===== src/rtl/pkg_out_sched5_if.sv =====
// Handshake bundle between an output-port scheduler and the router fabric:
// per-input requests/tails in, grant/select/credit status out.
interface pkg_out_sched5_if #(
  parameter int NUM_REQUESTERS = 5,
  parameter int CW             = 3
);
  logic [NUM_REQUESTERS-1:0] req;
  logic [NUM_REQUESTERS-1:0] tail;
  logic                      credit_in;
  logic                      flush;
  logic [NUM_REQUESTERS-1:0] gnt;
  logic [2:0]                out_sel;
  logic                      busy;
  logic                      fire;
  logic [CW-1:0]             credits;
  logic                      cred_err;

  modport master (
    output req, tail, credit_in, flush,
    input  gnt, out_sel, busy, fire, credits, cred_err
  );

  modport slave (
    input  req, tail, credit_in, flush,
    output gnt, out_sel, busy, fire, credits, cred_err
  );
endinterface


===== src/rtl/pkg_out_sched5.sv =====
// Output-port packet scheduler: round-robin arbitration over 5 inputs, packet
// lock until tail (or flush), and credit-gated flit transfer.
module pkg_out_sched5 #(
  parameter int NUM_REQUESTERS = 5,
  parameter int CREDIT_MAX     = 4,
  parameter int CW             = 3
) (
  input logic               clk,
  input logic               rst,
  pkg_out_sched5_if.slave   bus
);
  typedef enum logic {IDLE, LOCKED} state_t;

  localparam logic [CW-1:0] CREDIT_MAX_C = CW'(CREDIT_MAX);
  localparam logic [2:0]    LAST_IDX     = 3'(NUM_REQUESTERS - 1);

  state_t                    state_q, state_d;
  logic [NUM_REQUESTERS-1:0] gnt_q, gnt_d;
  logic [2:0]                out_sel_q, out_sel_d;
  logic [2:0]                ptr_q, ptr_d;
  logic [CW-1:0]             credits_q, credits_d;
  logic                      cred_err_q, cred_err_d;

  logic                        owner_req;
  logic                        owner_tail;
  logic                        fire;
  logic [2*NUM_REQUESTERS-1:0] req_twice;
  logic [NUM_REQUESTERS-1:0]   req_rot;
  logic [3:0]                  win_sum;
  logic [2:0]                  win_idx;
  logic [2:0]                  next_ptr;

  always_comb begin
    owner_req  = 1'b0;
    owner_tail = 1'b0;
    for (int i = 0; i < NUM_REQUESTERS; i++) begin
      if (out_sel_q == 3'(i)) begin
        owner_req  = bus.req[i];
        owner_tail = bus.tail[i];
      end
    end
  end

  // A flush cancels any transfer in the cycle it is asserted.
  assign fire = (state_q == LOCKED) && owner_req && (credits_q != '0) && !bus.flush;

  // Rotating the doubled request vector by ptr turns the round-robin search
  // into a plain lowest-set-bit search.
  always_comb begin
    req_twice = {bus.req, bus.req};
    req_rot   = NUM_REQUESTERS'(req_twice >> ptr_q);
    win_sum   = {1'b0, ptr_q};
    for (int k = NUM_REQUESTERS - 1; k >= 0; k--) begin
      if (req_rot[k]) win_sum = {1'b0, ptr_q} + 4'(k);
    end
    if (win_sum >= 4'(NUM_REQUESTERS)) win_sum = win_sum - 4'(NUM_REQUESTERS);
    win_idx  = win_sum[2:0];
    next_ptr = (out_sel_q == LAST_IDX) ? 3'd0 : out_sel_q + 3'd1;
  end

  always_comb begin
    state_d   = state_q;
    gnt_d     = gnt_q;
    out_sel_d = out_sel_q;
    ptr_d     = ptr_q;
    case (state_q)
      IDLE: begin
        if (bus.req != '0) begin
          state_d   = LOCKED;
          out_sel_d = win_idx;
          for (int i = 0; i < NUM_REQUESTERS; i++) gnt_d[i] = (win_idx == 3'(i));
        end
      end
      LOCKED: begin
        if (bus.flush || (fire && owner_tail)) begin
          state_d   = IDLE;
          gnt_d     = '0;
          out_sel_d = 3'd0;
          ptr_d     = next_ptr;
        end
      end
      default: state_d = IDLE;
    endcase
  end

  // A returned credit with nothing outstanding is an overflow: hold and flag.
  always_comb begin
    credits_d  = credits_q;
    cred_err_d = cred_err_q;
    if (fire && !bus.credit_in) begin
      credits_d = credits_q - 1'b1;
    end else if (bus.credit_in && !fire) begin
      if (credits_q == CREDIT_MAX_C) cred_err_d = 1'b1;
      else                           credits_d  = credits_q + 1'b1;
    end
  end

  always_ff @(posedge clk) begin
    if (rst) begin
      state_q    <= IDLE;
      gnt_q      <= '0;
      out_sel_q  <= 3'd0;
      ptr_q      <= 3'd0;
      credits_q  <= CREDIT_MAX_C;
      cred_err_q <= 1'b0;
    end else begin
      state_q    <= state_d;
      gnt_q      <= gnt_d;
      out_sel_q  <= out_sel_d;
      ptr_q      <= ptr_d;
      credits_q  <= credits_d;
      cred_err_q <= cred_err_d;
    end
  end

  assign bus.gnt      = gnt_q;
  assign bus.out_sel  = out_sel_q;
  assign bus.busy     = (state_q == LOCKED);
  assign bus.fire     = fire;
  assign bus.credits  = credits_q;
  assign bus.cred_err = cred_err_q;
endmodule


===== src/flat_wrapper.sv =====
// flat-port wrapper written by rule: the top's interface ports become plain ports
module pkg_out_sched5_flat 
#(
  parameter int NUM_REQUESTERS = 5,
  parameter int CREDIT_MAX     = 4,
  parameter int CW             = 3
)
  (clk, rst, bus_req, bus_tail, bus_credit_in, bus_flush, bus_gnt, bus_out_sel, bus_busy, bus_fire, bus_credits, bus_cred_err);
  pkg_out_sched5_if #(.NUM_REQUESTERS(NUM_REQUESTERS), .CW(CW)) bus_i ();
  input logic clk;
  input logic rst;
  input wire logic [$bits(bus_i.req)-1:0] bus_req;
  input wire logic [$bits(bus_i.tail)-1:0] bus_tail;
  input wire logic [$bits(bus_i.credit_in)-1:0] bus_credit_in;
  input wire logic [$bits(bus_i.flush)-1:0] bus_flush;
  output wire logic [$bits(bus_i.gnt)-1:0] bus_gnt;
  output wire logic [$bits(bus_i.out_sel)-1:0] bus_out_sel;
  output wire logic [$bits(bus_i.busy)-1:0] bus_busy;
  output wire logic [$bits(bus_i.fire)-1:0] bus_fire;
  output wire logic [$bits(bus_i.credits)-1:0] bus_credits;
  output wire logic [$bits(bus_i.cred_err)-1:0] bus_cred_err;
  assign bus_i.req = bus_req;
  assign bus_i.tail = bus_tail;
  assign bus_i.credit_in = bus_credit_in;
  assign bus_i.flush = bus_flush;
  assign bus_gnt = bus_i.gnt;
  assign bus_out_sel = bus_i.out_sel;
  assign bus_busy = bus_i.busy;
  assign bus_fire = bus_i.fire;
  assign bus_credits = bus_i.credits;
  assign bus_cred_err = bus_i.cred_err;
  pkg_out_sched5 #(.NUM_REQUESTERS(NUM_REQUESTERS), .CREDIT_MAX(CREDIT_MAX), .CW(CW)) u_core (.clk(clk), .rst(rst), .bus(bus_i));
endmodule

===== config.mk =====
export PLATFORM = sky130hd
export DESIGN_NAME = pkg_out_sched5_flat
export DESIGN_NICKNAME = d
export VERILOG_FILES = /design/src/rtl/pkg_out_sched5_if.sv /design/src/rtl/pkg_out_sched5.sv /design/src/flat_wrapper.sv
export SDC_FILE = /design/constraint.sdc
export NUM_CORES = 1
export LEC_CHECK = 0
export CORE_ASPECT_RATIO = 0.6
export CORE_MARGIN = 4
export CORE_UTILIZATION = 35
export DETAILED_ROUTE_END_ITERATION = 10
export GPL_TIMING_DRIVEN = 1
export PLACE_DENSITY = 0.61
export SLEW_MARGIN = 25
export SYNTH_ARGS = -nofsm -noshare
export SYNTH_HDL_FRONTEND = slang
export SYNTH_SLANG_ARGS = --single-unit

===== constraint.sdc =====
create_clock -name clk -period 4.11 [get_ports clk]
set_clock_uncertainty 0.1 [all_clocks]
set_input_delay 0.6165 -clock clk [delete_from_list [all_inputs] [get_ports clk]]
set_output_delay 0.6165 -clock clk [all_outputs]
set_load 0.01 [all_outputs]

======== Word-level counts from Yosys, hierarchy flattened ========
Index checks and enable logic that the tools add are counted.
storage, ports and cells
  memories kept ........................... 0
  output and inout bits ................... 14
  bits in read-only memories .............. 0
  register bits after elaboration ......... 16
  bits in latches ......................... 0
  memory bits (writable) .................. 0
cells by class
  add/subtract/negate cells ............... 8
  equality and inequality tests ........... 12
  shift-type cells ........................ 1
  multiply operators ...................... 0
  divide/modulo/power cells ............... 0
  multiplexer cells ....................... 29
  magnitude comparators ................... 1
  reduce and logical (&&, ||, !) cells .... 19
  bitwise operators ....................... 2
operators by type and width
  operator             count
  $mux 3               7
  $mux 4               5
  $eq 3x2->1 const B   4
  $mux 1               12
  $mux 5               2
  $pmux 5 s2           1
  $shr 10x3->5         1
  $eq 3x3->1 const B   3
  $add 3x2->4 const B  2
  $add 3x1->3 const B  2
  $eq 3x1->1 const B   2
  $logic_and 1x1->1    6
  $logic_not 3->1      2
  $pmux 3 s2           1
  $reduce_and 2->1     3
  $reduce_bool 5->1    1
  $add 3x1->4 const B  1
  $add 3x3->4 const B  1
  $ge 4x3->1 const B   1
  $ne 2x1->1 const B   2
  $logic_not 1->1      3
  $reduce_and 3->1     1
  $reduce_bool 3->1    1
  $sub 3x1->3 const B  1
  6 further kinds      7

======== Depth between registers and ports, before layout ========
  depth in word-level cells ............... 13
  mapped depth ............................ 15
  mapped depth without buffers ............ 14

======== Worst setup path before layout ========
Ideal clock, no wire load.
  path kind ............................... input to register
  start ................................... input port bus_req[1]
  end ..................................... register u_core.gnt_q[4] (netlist: u_core.bus.gnt[4])
  data arrival time ....................... 3.214 ns
  stages .................................. 13
  slack ................................... 0.679 ns
  cell sequence ........................... buf_2 > mux4_1 > mux2_2 > nand2b_1 > o31ai_2 > a311oi_2 > ha_1 > inv_1 > o21bai_1 > a2bb2oi_4 > and2_1 > a22o_1 > a32o_1
on the way
  longest elaborated chain between the ends .. 11
  elaborated cells between the ends (all ways) .. 25
  classes of those cells .................. add/sub (1); order compare (1); eq/ne (3); shift (1); mux (12); reduce/logical (7)
RTL lines
  what                                                              line                                        RTL
  start: declaration                                                flat_wrapper.sv:12                          input wire logic [$bits(bus_i.req)-1:0] bus_req;
  $shr 10x3->5 / $mux 1 (equally long branches)                     pkg_out_sched5.sv:51, pkg_out_sched5.sv:37
  $mux 4 / $mux 1 (equally long branches) (3 in series)             pkg_out_sched5.sv:54, pkg_out_sched5.sv:37
  $mux 4 / $logic_and 1x1->1 (equally long branches) (2 in series)  pkg_out_sched5.sv:54, pkg_out_sched5.sv:45
  $ge 4x3->1, or another cell as far along                          pkg_out_sched5.sv:56                        if (win_sum >= 4'(NUM_REQUESTERS)) win_sum = win_sum - 4'(NUM_REQUESTERS);
  $mux 3 / $logic_and 1x1->1 (equally long branches)                pkg_out_sched5.sv:56, pkg_out_sched5.sv:75
  $eq 3x3->1 / $logic_or 1x1->1 (equally long branches)             pkg_out_sched5.sv:71, pkg_out_sched5.sv:75
  $mux 5 / $ne 2x2->1 (equally long branches)                       --
  $pmux 5 s2 / $reduce_and 2->1 (equally long branches)             --
  end signal: assignment                                            pkg_out_sched5.sv:108                       gnt_q <= gnt_d;
  end: declaration                                                  pkg_out_sched5.sv:18                        logic [NUM_REQUESTERS-1:0] gnt_q, gnt_d;
Several ways; a longest one is shown, not always the timed one. The select of a mux whose other input is x is not followed.
A chain may end at the register's enable or synchronous reset.

======== Worst setup path in the final report ========
  start ................................... input port bus_req[2]
  end ..................................... register u_core.gnt_q[4] (netlist: u_core.bus.gnt[4])
on the way
  longest elaborated chain between the ends .. 11
  elaborated cells between the ends (all ways) .. 24
  classes of those cells .................. add/sub (1); order compare (1); eq/ne (3); shift (1); mux (11); reduce/logical (7)
RTL lines
  what                                              line                  RTL
  $shr 10x3->5                                      pkg_out_sched5.sv:51  req_rot = NUM_REQUESTERS'(req_twice >> ptr_q);
  $mux 4 (5 in series)                              pkg_out_sched5.sv:54  if (req_rot[k]) win_sum = {1'b0, ptr_q} + 4'(k);
  $ge 4x3->1 / $sub 3x3->3 (equally long branches)  pkg_out_sched5.sv:56
  $mux 3                                            pkg_out_sched5.sv:56
  $eq 3x3->1                                        pkg_out_sched5.sv:71  for (int i = 0; i < NUM_REQUESTERS; i++) gnt_d[i] = (win_idx == 3'(i));
  $mux 5                                            pkg_out_sched5.sv:68  if (bus.req != '0) begin
  $pmux 5 s2                                        pkg_out_sched5.sv:66  case (state_q)
Several ways; a longest one is shown, not always the timed one. The select of a mux whose other input is x is not followed.

==> impl_results.md <==
- CTS Hold Bufs: 0
- Hold path start: u_core.bus.gnt[3]
- Outcome: finished clean
- Worst-path clk slew: 0.06 ns
- Most common cell after layout, fill and taps aside: clkdlybuf4s50_1
- Post-synthesis register bit count: 16
- Hold Path Cell Cnt: 1
- Setup bufs post-CTS: 0
- Port Buffers: 27
- Total of max-cap violations: 0
- Internal cell power: about 430 uW
- Critical-path top delay cell: mux4_2
- Sequential share of power: 28.1%
- CTS buffer count: 3
- First-pass GRT wire length: 7238 um
- Diodes inserted: 0
- Worst r2r src: u_core.ptr_q[0]
- Switch share: 37.33%
- Unrepaired setup endpoints after global routing: false
- Post-Syn Area: 1698 um^2
- Maximum VDD drop: between 0.2 and 0.25 mV
- Crit path time final: 3.861 ns
- Detailed Route Iter0 Violations: 126
- Initial antenna violation count: 0
- Avg Synthesized Cell Area: 8.532 um^2
- Core Area: 4636 um^2
- Via count: around 1,600
- Critical path capture point type: register
- Hold violation count in the final report: 0
- # DRC: 0
- EDFF count, synth: 0
- Worst reg2reg setup slack: 0.42 ns
- CTS resizes: 0
- H-tree Lvls: 1
- P_sw: about 260 uW
- Post-synthesis simple-gate area fraction: 21.81%
- Static Leak: about 0.00080 uW
- Fin. max-slew vios: 0
- Clk root buf: clkbuf_8
- Worst EP arrival: a little under 4 ns
- Synth Warn #: 0
- Synth Flop Type: dfxtp_1
- Max FO, Critical Path: 7
- Ys async rst share: 0%
- Synth-to-Final Area Change: 26.53%
- Routed length on met1: 2552 um
- Pre-antenna DRT Iters: 4
- Share of layout cells above drive strength 1: 15.74%
- Post-synthesis mux area share: 11.27%
- Most frequent cells in the layout: clkdlybuf4s50_1 (27), inv_1 (18), nor2_1 (16), dfxtp_1 (16), a21oi_1 (15)
- PD cells: 321.8 nW/um^2
- Final Cell Area: ~2100 um^2
- Post-DP HPWL: 3505 um
- Endpoint, Worst Hold: u_core.bus.gnt[3]
- Placed Area: 2093 um^2
- Wire per inst: around 15 um
- Fmax: ~0.26 GHz
- Clock Sinks: 16
- Antenna-violating nets left: 0
- Gr usage total: 14.88%
- IO Pins: 28
- Worst hold path type: reg -> reg
- Final Wtd Congestion: 0.8879
- Crit Path Category: in -> reg
- WP data required: 4.16 ns
- Synth Net Count: 227
- R2R Path End: u_core.bus.gnt[4]
- Final WL: 4412 um
- Top Metal Used: met4
- Num rows: 19
- Max stage delay on crit path: approximately 0.6 ns
- Die Wd: between 90 and 100 um
- TritonCTS clock tree: done
- Initial Util: 36.63%
- Final nets: 264
- CTS Buffer Depth: 2
- Setup TNS: 0 ns
- WL met2: 1520 um
- Worst setup SP type: primary input
- Die area: 6066 um^2
- DR vias/cell: 5.490
- Worst-Margin Slew: 0.5828 ns
- Xor/xnor share of the synthesized area: 0.5158%
- CP cell instances: clkdlybuf4s50_1 -> mux4_2 -> mux2i_2 -> o21ai_1 -> o21ai_0 -> inv_2 -> ha_1 -> inv_1 -> o21bai_1 -> a2bb2oi_4 -> and2_1 -> a22o_1 -> a32o_1
- Sequential area share after synthesis: 18.87%
- Cell count after synthesis: 199
- Largest net degree at the start of global routing: 18
- Worst-Skew Late Latency: roughly 0.25 ns
- Yosys cell types: 56
- Number of global-route vias before repair: about 1,400
- Largest family of logic cells by synthesized area: compound AO/OA/AOI/OAI gates
- Total gr overflow: 0
- Logic pwr share: 51.5%
- Reg2Reg Depth: 15
- Met3 WL: 319 um
- Slew HR: between 60% and 70%
- Final worst path period share: 93.95%
- Final-report setup violation count: 0
- Synth Area in Adders: between 10% and 20%
- Die Y-Extent: around 62 um
- Post-synthesis compound-gate area fraction: 29.55%
- Clock network power share: 20.3%
-- metal layers --
layer  vias up  GRT usage (%)
met1       757          24.43
met3         5          4.013
li1        832              -
met4         0          2.367
met2        42          18.47
met5         -              0
-- state kept, by name, indices dropped and copies added, names as in the netlist --
name	cells
u_core.bus.out_sel	3
u_core.ptr_q	3
u_core.bus.credits	3
u_core.bus.busy	1
u_core.bus.cred_err	1
u_core.bus.gnt	5
-- cell families after synthesis --
family / Yosys count
simple gates: 67
compound gates: 62
mux: 12
buf+inv: 27
fa+ha+maj: 14
xor+xnor: 1
flops: 16
-- synth_stat cells, types with 5 or more instances --
cell      instances  area [um^2]
ha_1             13        162.7
nor3_1            9        45.04
dfxtp_1          16        320.3
inv_1            18        67.56
nand2_1          11        41.29
mux2i_1           5        50.05
nor2_1           16        60.06
a21oi_1          15        75.07
o22ai_1           5        31.28
a22o_1            8        70.07
nand2b_1          6        37.54
-- worst max-delay path by stage --
stage	start	to	slack (ns)
3_5_place_dp	bus_req[2]	u_core.bus.gnt[4]	0.03
6_report	bus_req[2]	u_core.bus.gnt[4]	0.25
5_1_grt	bus_req[1]	u_core.bus.gnt[4]	0.02
2_1_floorplan	bus_req[1]	u_core.bus.gnt[4]	0.68
4_1_cts	bus_req[2]	u_core.bus.gnt[4]	0.29
3_3_place_gp	bus_req[2]	u_core.bus.gnt[4]	0.02
-- final cells by class --
class                   count  area [um^2]
multi-input cells         156         1255
inverters                  19        71.32
well taps                  63        78.83
clock buffers               4        55.05
flip-flops and latches     16        320.3
repair buffers             40        367.9
fillers                   462         2487
-- power by group through the flow --
stage               Sequential, uW  Clock (uW)  Combinational (uW)
floorplan                      195           0                 241
detailed placement             198           0                 350
global placement               197           0                 353
CTS                            194         144                 354
global route                   197         152                 393
finish                         194         141                 356
-- worst max-delay path: cells and delay by family --
| kind | cells | cell delay [ns] |
|---|---|---|
| compound gates | 6 | 1.15 |
| mux | 2 | 0.98 |
| buf+inv | 3 | 0.75 |
| fa+ha+maj | 1 | 0.21 |
| simple gates | 1 | 0.19 |
-- through the flow --
| stage | power, uW | setup WS (ns) | instances | utilization (%) | hold slack [ns] |
|---|---|---|---|---|---|
| after floorplan | 435.5 | 0.6791 | 199 | - | 0.4023 |
| after global placement | 550.4 | 0.02324 | 294 | 45.16 | 0.3496 |
| after detailed placement | 548.0 | 0.02907 | 294 | 45.16 | 0.3590 |
| after CTS | 692.3 | 0.2902 | 298 | 46.34 | 0.3753 |
| after global routing | 742.7 | 0.01650 | 298 | 46.34 | 0.4117 |
| final | 691.4 | 0.2487 | 298 | 46.34 | 0.3765 |
Note: power is estimated with default switching activity, not from simulation.
